===== config.mk =====
export PLATFORM = sky130hd
export DESIGN_NAME = dmem_arbiter
export DESIGN_NICKNAME = d
export VERILOG_FILES = /design/src/rtl/dmem_arbiter.sv
export SDC_FILE = /design/constraint.sdc
export NUM_CORES = 1
export LEC_CHECK = 0
export ABC_AREA = 1
export CAP_MARGIN = 15
export CORE_ASPECT_RATIO = 1.2
export CORE_MARGIN = 3
export CORE_UTILIZATION = 28
export CTS_CLUSTER_SIZE = 8
export DETAILED_ROUTE_END_ITERATION = 8
export HOLD_SLACK_MARGIN = 0.08
export PLACE_DENSITY = 0.8
export SETUP_SLACK_MARGIN = 0.05
export SYNTH_ARGS = -nofsm -noshare
export SYNTH_HDL_FRONTEND = slang
export SYNTH_SLANG_ARGS = --single-unit

===== constraint.sdc =====
create_clock -name clk -period 1.6 [get_ports clk]
set_input_delay 0.32 -clock clk [delete_from_list [all_inputs] [get_ports clk]]
set_output_delay 0.32 -clock clk [all_outputs]
set_load 0.03 [all_outputs]

===== src/rtl/dmem_arbiter.sv =====
// dmem_arbiter: three-master round-robin arbiter for the data memory port.
// Grants are registered and one-hot (or zero); after each ownership ends the
// bus sits idle for one turnaround cycle before the next arbitration.
// Optional feature: define DMEM_ARB_TIMEOUT_EN to limit how long an owner may
// keep the bus while another master is waiting (HOLD_MAX cycles).
module dmem_arbiter #(
    parameter int HOLD_MAX = 8
) (
    input  logic       clk,
    input  logic       rst,
    input  logic [2:0] req,
    input  logic [2:0] m_wr,
    input  logic [2:0] m_rd,
    input  logic [7:0] m_addr0,
    input  logic [7:0] m_addr1,
    input  logic [7:0] m_addr2,
    input  logic [7:0] m_dout0,
    input  logic [7:0] m_dout1,
    input  logic [7:0] m_dout2,
    output logic [2:0] grant,
    output logic [7:0] mem_addr,
    output logic [7:0] mem_dout,
    output logic       mem_wr,
    output logic       mem_rd,
    output logic       owner_valid
);

    typedef enum logic [1:0] {
        IDLE    = 2'b00,
        BUSY    = 2'b01,
        RELEASE = 2'b10
    } state_t;

    state_t     state;
    state_t     state_next;
    logic [2:0] grant_next;
    logic [1:0] last_owner;
    logic [1:0] last_owner_next;
    logic [1:0] winner;
    logic [2:0] winner_onehot;
    logic       owner_req;
    logic       timeout_hit;

    // While busy, grant is the owner's one-hot mask, so it doubles as the
    // selector for the owner's own request bit.
    assign owner_req = |(req & grant);

`ifdef DMEM_ARB_TIMEOUT_EN
    localparam logic [7:0] HOLD_LAST = 8'(HOLD_MAX - 1);

    logic [7:0] hold_cnt;
    logic [7:0] hold_cnt_next;
    logic       other_req;

    assign other_req   = |(req & ~grant);
    assign timeout_hit = (hold_cnt == HOLD_LAST) && other_req;

    // Hold counter: zero on entry to BUSY, counts each BUSY cycle, saturates.
    always_comb begin
        hold_cnt_next = 8'd0;
        if (state == BUSY && state_next == BUSY) begin
            hold_cnt_next = (hold_cnt == HOLD_LAST) ? hold_cnt : hold_cnt + 8'd1;
        end
    end

    // Hold counter register.
    always_ff @(posedge clk) begin
        if (rst) begin
            hold_cnt <= 8'd0;
        end else begin
            hold_cnt <= hold_cnt_next;
        end
    end
`else
    assign timeout_hit = 1'b0;
`endif

    // Round-robin pick: search starts just after the previous owner and wraps.
    always_comb begin
        winner = 2'd0;
        case (last_owner)
            2'd0: begin
                if (req[1])      winner = 2'd1;
                else if (req[2]) winner = 2'd2;
                else             winner = 2'd0;
            end
            2'd1: begin
                if (req[2])      winner = 2'd2;
                else if (req[0]) winner = 2'd0;
                else             winner = 2'd1;
            end
            default: begin
                if (req[0])      winner = 2'd0;
                else if (req[1]) winner = 2'd1;
                else             winner = 2'd2;
            end
        endcase
        case (winner)
            2'd0:    winner_onehot = 3'b001;
            2'd1:    winner_onehot = 3'b010;
            default: winner_onehot = 3'b100;
        endcase
    end

    // FSM next state, next grant and owner bookkeeping.
    always_comb begin
        state_next      = IDLE;
        grant_next      = 3'b000;
        last_owner_next = last_owner;
        case (state)
            IDLE: begin
                if (req != 3'b000) begin
                    state_next      = BUSY;
                    grant_next      = winner_onehot;
                    last_owner_next = winner;
                end
            end
            BUSY: begin
                if (owner_req && !timeout_hit) begin
                    state_next = BUSY;
                    grant_next = grant;
                end else begin
                    state_next = RELEASE;
                end
            end
            RELEASE: begin
                state_next = IDLE;
            end
            default: begin
                state_next = IDLE;
            end
        endcase
    end

    // State, grant and last-owner registers.
    always_ff @(posedge clk) begin
        if (rst) begin
            state      <= IDLE;
            grant      <= 3'b000;
            last_owner <= 2'd2;
        end else begin
            state      <= state_next;
            grant      <= grant_next;
            last_owner <= last_owner_next;
        end
    end

    // Memory-side mux of the granted master; write wins over read.
    always_comb begin
        mem_addr = 8'd0;
        mem_dout = 8'd0;
        mem_wr   = 1'b0;
        mem_rd   = 1'b0;
        case (grant)
            3'b001: begin
                mem_addr = m_addr0;
                mem_dout = m_dout0;
                mem_wr   = m_wr[0];
                mem_rd   = m_rd[0] & ~m_wr[0];
            end
            3'b010: begin
                mem_addr = m_addr1;
                mem_dout = m_dout1;
                mem_wr   = m_wr[1];
                mem_rd   = m_rd[1] & ~m_wr[1];
            end
            3'b100: begin
                mem_addr = m_addr2;
                mem_dout = m_dout2;
                mem_wr   = m_wr[2];
                mem_rd   = m_rd[2] & ~m_wr[2];
            end
            default: begin
                mem_addr = 8'd0;
            end
        endcase
    end

    assign owner_valid = |grant;

endmodule


==> flow_summary.yaml <==
timing:
  finClkSkew_ns: 0.0003726
  finalSetupViolCount: 17
  finalCriticalPeriod_ns: 1.663
  drv_slew: 0
  fmax_ghz: 0.6015
  hold_viol: 0
  relSlewSlack: 0.7939
  setup_ws_ns: -0.06252
  worstMarginPinSlew_ns: 0.3104
  finalSetupTns_ns: -0.6807
  rsz0062_at_grt: "true"
  finalCritPeriodShare: 1.039
logic_synthesis:
  synth.top_cell.area_share: 0.3494
  ys_warn_count: 0
  synthFlopType: "dfxtp_1"
  ys_top_cells_by_area: "nand2_1 35%, dfxtp_1 19%, nand3_2 13%"
  ys_seq_area_frac: 0.1864
  synth-seq-cells: 7
  yosysMostFrequentCell: "nand2_1"
  synth_edf_count: 0
  avgSynthCellArea_um2: 5.612
  synth_cell_types: 15
  synth_common_cells: "70 x nand2_1, 12 x nand3_1, 10 x inv_1, 10 x nand3_2"
  synth_area_um2: 752.0
  syn_nets: 193
  netlist_instances: 134
  synth_area_leader_cell: "nand2_1"
  async_flop_share: 0
worst_setup_path:
  path_buf_inv: 3
  max_stage_delay_ns: 0.36
  regToRegSetupSlack_ns: 0.53
  cp_max_fo: 14
  worstSetupPathType: "flip-flop to primary output"
  worst_setup_path_start_kind: "flip-flop"
  critPathTopFamily: "simple AND/OR/NAND/NOR gates"
  arrival_ns: 1.34
  worstReg2RegEnd: "grant[0]"
  reg2regPathDepth: 7
  required_ns: 1.28
  reg2reg_from: "grant[0]"
  crit_chain: "nor2_2, nand2_2, inv_4, buf_12, nand2_1, nand3_1, buf_6"
  endpoint_kind: "primary output"
  crit_slowest_cell: "dfxtp_4"
route:
  wl_per_cell_um: 13.20
  antenna_left: 0
  met2WireLength_um: 1689
  viasPerCell: 4.820
  wl_met3_um: 374
  firstDrtPassIters: 4
  drc_errors: 0
  drt-met1-wl_um: 1241
  drt_iter0_markers: 31
  vias: 1229
  totalWireLength_um: 3366
  top_layer: "met4"
hold_path:
  hp-class: "flip-flop to flip-flop"
  hold_depth: 1
  hold_end: "state[1]"
  hold_path_startpoint: "state[1]"
global_route:
  overflow: 0
  grt_pass1_vias: 1139
  grt_pass1_wl_um: 4988
  antenna_found_initial: 0
  grt_max_degree: 15
  grt_usage: 0.1922
power_and_ir_drop:
  powerDensity_nw_per_um2: 629.2
  total_leakage_power_nw: 0.8560
  ir_drop_v: 0.0005738
status:
  violations: "negative setup slack"
  status: "finished, violations left"
finish:
  fin_util: 0.7229
  drive_gt1_frac: 0.2545
  diodes: 0
  fill_cells: 202
  area_growth_pct: 133.1
  final_nets: 284
cts:
  cts_htree_levels: 1
  clk_pin_slew_ns: 0.05
  clockBufferDepth: 2
  tritoncts: "done"
  root_buffer: "clkbuf_4"
  hold_buffers: 0
  clock_latency_ns: 0.25
  clock_sinks: 7
  cts_buffers: 3
floorplan:
  row_count: 19
  die_y_um: 62.77
  fp.dieW_um: 53.31
  die-area_um2: 3346
  core_area_um2: 2425
  ios: 81
  initial_core_util: 0.3101
placement:
  place.gp.congestion: 0.8590
  hpwl_um: 2705
  io_buffers: 80
job:
  cap_viol_max_count: 0
-- per-stage QoR --
step	cells	cell area (um2)	hold slack (ns)	worst slack (ns)	total power, W
final	255	1753	0.4483	-0.06252	0.001103
after global routing	255	1753	0.4741	-0.1358	0.001171
after CTS	254	1662	0.4492	-0.1361	0.001061
after detailed placement	247	1603	0.4411	0.06516	0.0008942
after global placement	247	1603	0.4363	0.09026	0.0008832
after floorplan	134	767.0	0.3794	-0.09959	0.0005619
-- worst max path at each step --
stage / cells past startpoint / end / start
after detailed placement: 4 / mem_wr / m_wr[2]
after CTS: 6 / mem_wr / grant[0]
after floorplan: 4 / mem_rd / grant[0]
after global placement: 4 / mem_wr / m_wr[2]
after global routing: 7 / mem_dout[3] / grant[2]
final: 7 / mem_dout[2] / grant[0]
-- metal layers --
metal  up-vias  GRT usage
met2        69     0.3574
met3         7    0.05489
met4         0    0.06709
met5         -          0
li1        608          -
met1       545     0.1914
-- logic make-up after synthesis --
family	Yosys count	share of synthesized area
simple gates	102	0.6356
buf+inv	16	0.1098
compound gates	9	0.06822
flops	7	0.1864
-- placed cells by master, fill, tap and decap left out --
cell / instances
dfxtp_4: 3
nand3_2: 13
inv_2: 1
clkdlybuf4s50_1: 58
nor3_4: 1
nor2_1: 6
buf_6: 17
o211ai_1: 1
a21oi_1: 6
nor4_1: 1
nand2_2: 5
inv_4: 2
inv_1: 10
clkbuf_1: 1
buf_12: 3
nand3_1: 9
o21ai_0: 1
clkbuf_4: 3
buf_4: 7
dlygate4sd2_1: 4
o221ai_2: 1
dfxtp_1: 4
nor2_2: 1
nand2_1: 66
-- flip-flops by register name (all words and copies together) (netlist names) --
| name | cells |
|---|---|
| last_owner | 2 |
| grant | 3 |
| state | 2 |
-- power breakdown --
part | leakage [nW] | switching (W) | internal [W] | total, W
clock | 0.0150 | 0.0000590 | 0.0000948 | 0.000154
combinational | 0.781 | 0.000366 | 0.000362 | 0.000728
sequential | 0.0599 | 0.0000253 | 0.000196 | 0.000221
-- layout make-up --
| class | count | area [um2] | area share |
|---|---|---|---|
| multi-input cells | 111 | 563.0 | 0.3212 |
| flip-flops and latches | 7 | 151.4 | 0.08637 |
| repair buffers | 89 | 919.6 | 0.5246 |
| well taps | 31 | 38.79 | 0.02213 |
| clock buffers | 4 | 26.28 | 0.01499 |
| inverters | 13 | 53.80 | 0.03069 |
-- what timing repair did --
item,in CTS,in global routing
gates resized for setup,9,23
pin swaps,2,1
setup buffers,3,1
endpoints found under the setup margin,22,18
Note: power is estimated with default switching activity, not from simulation.
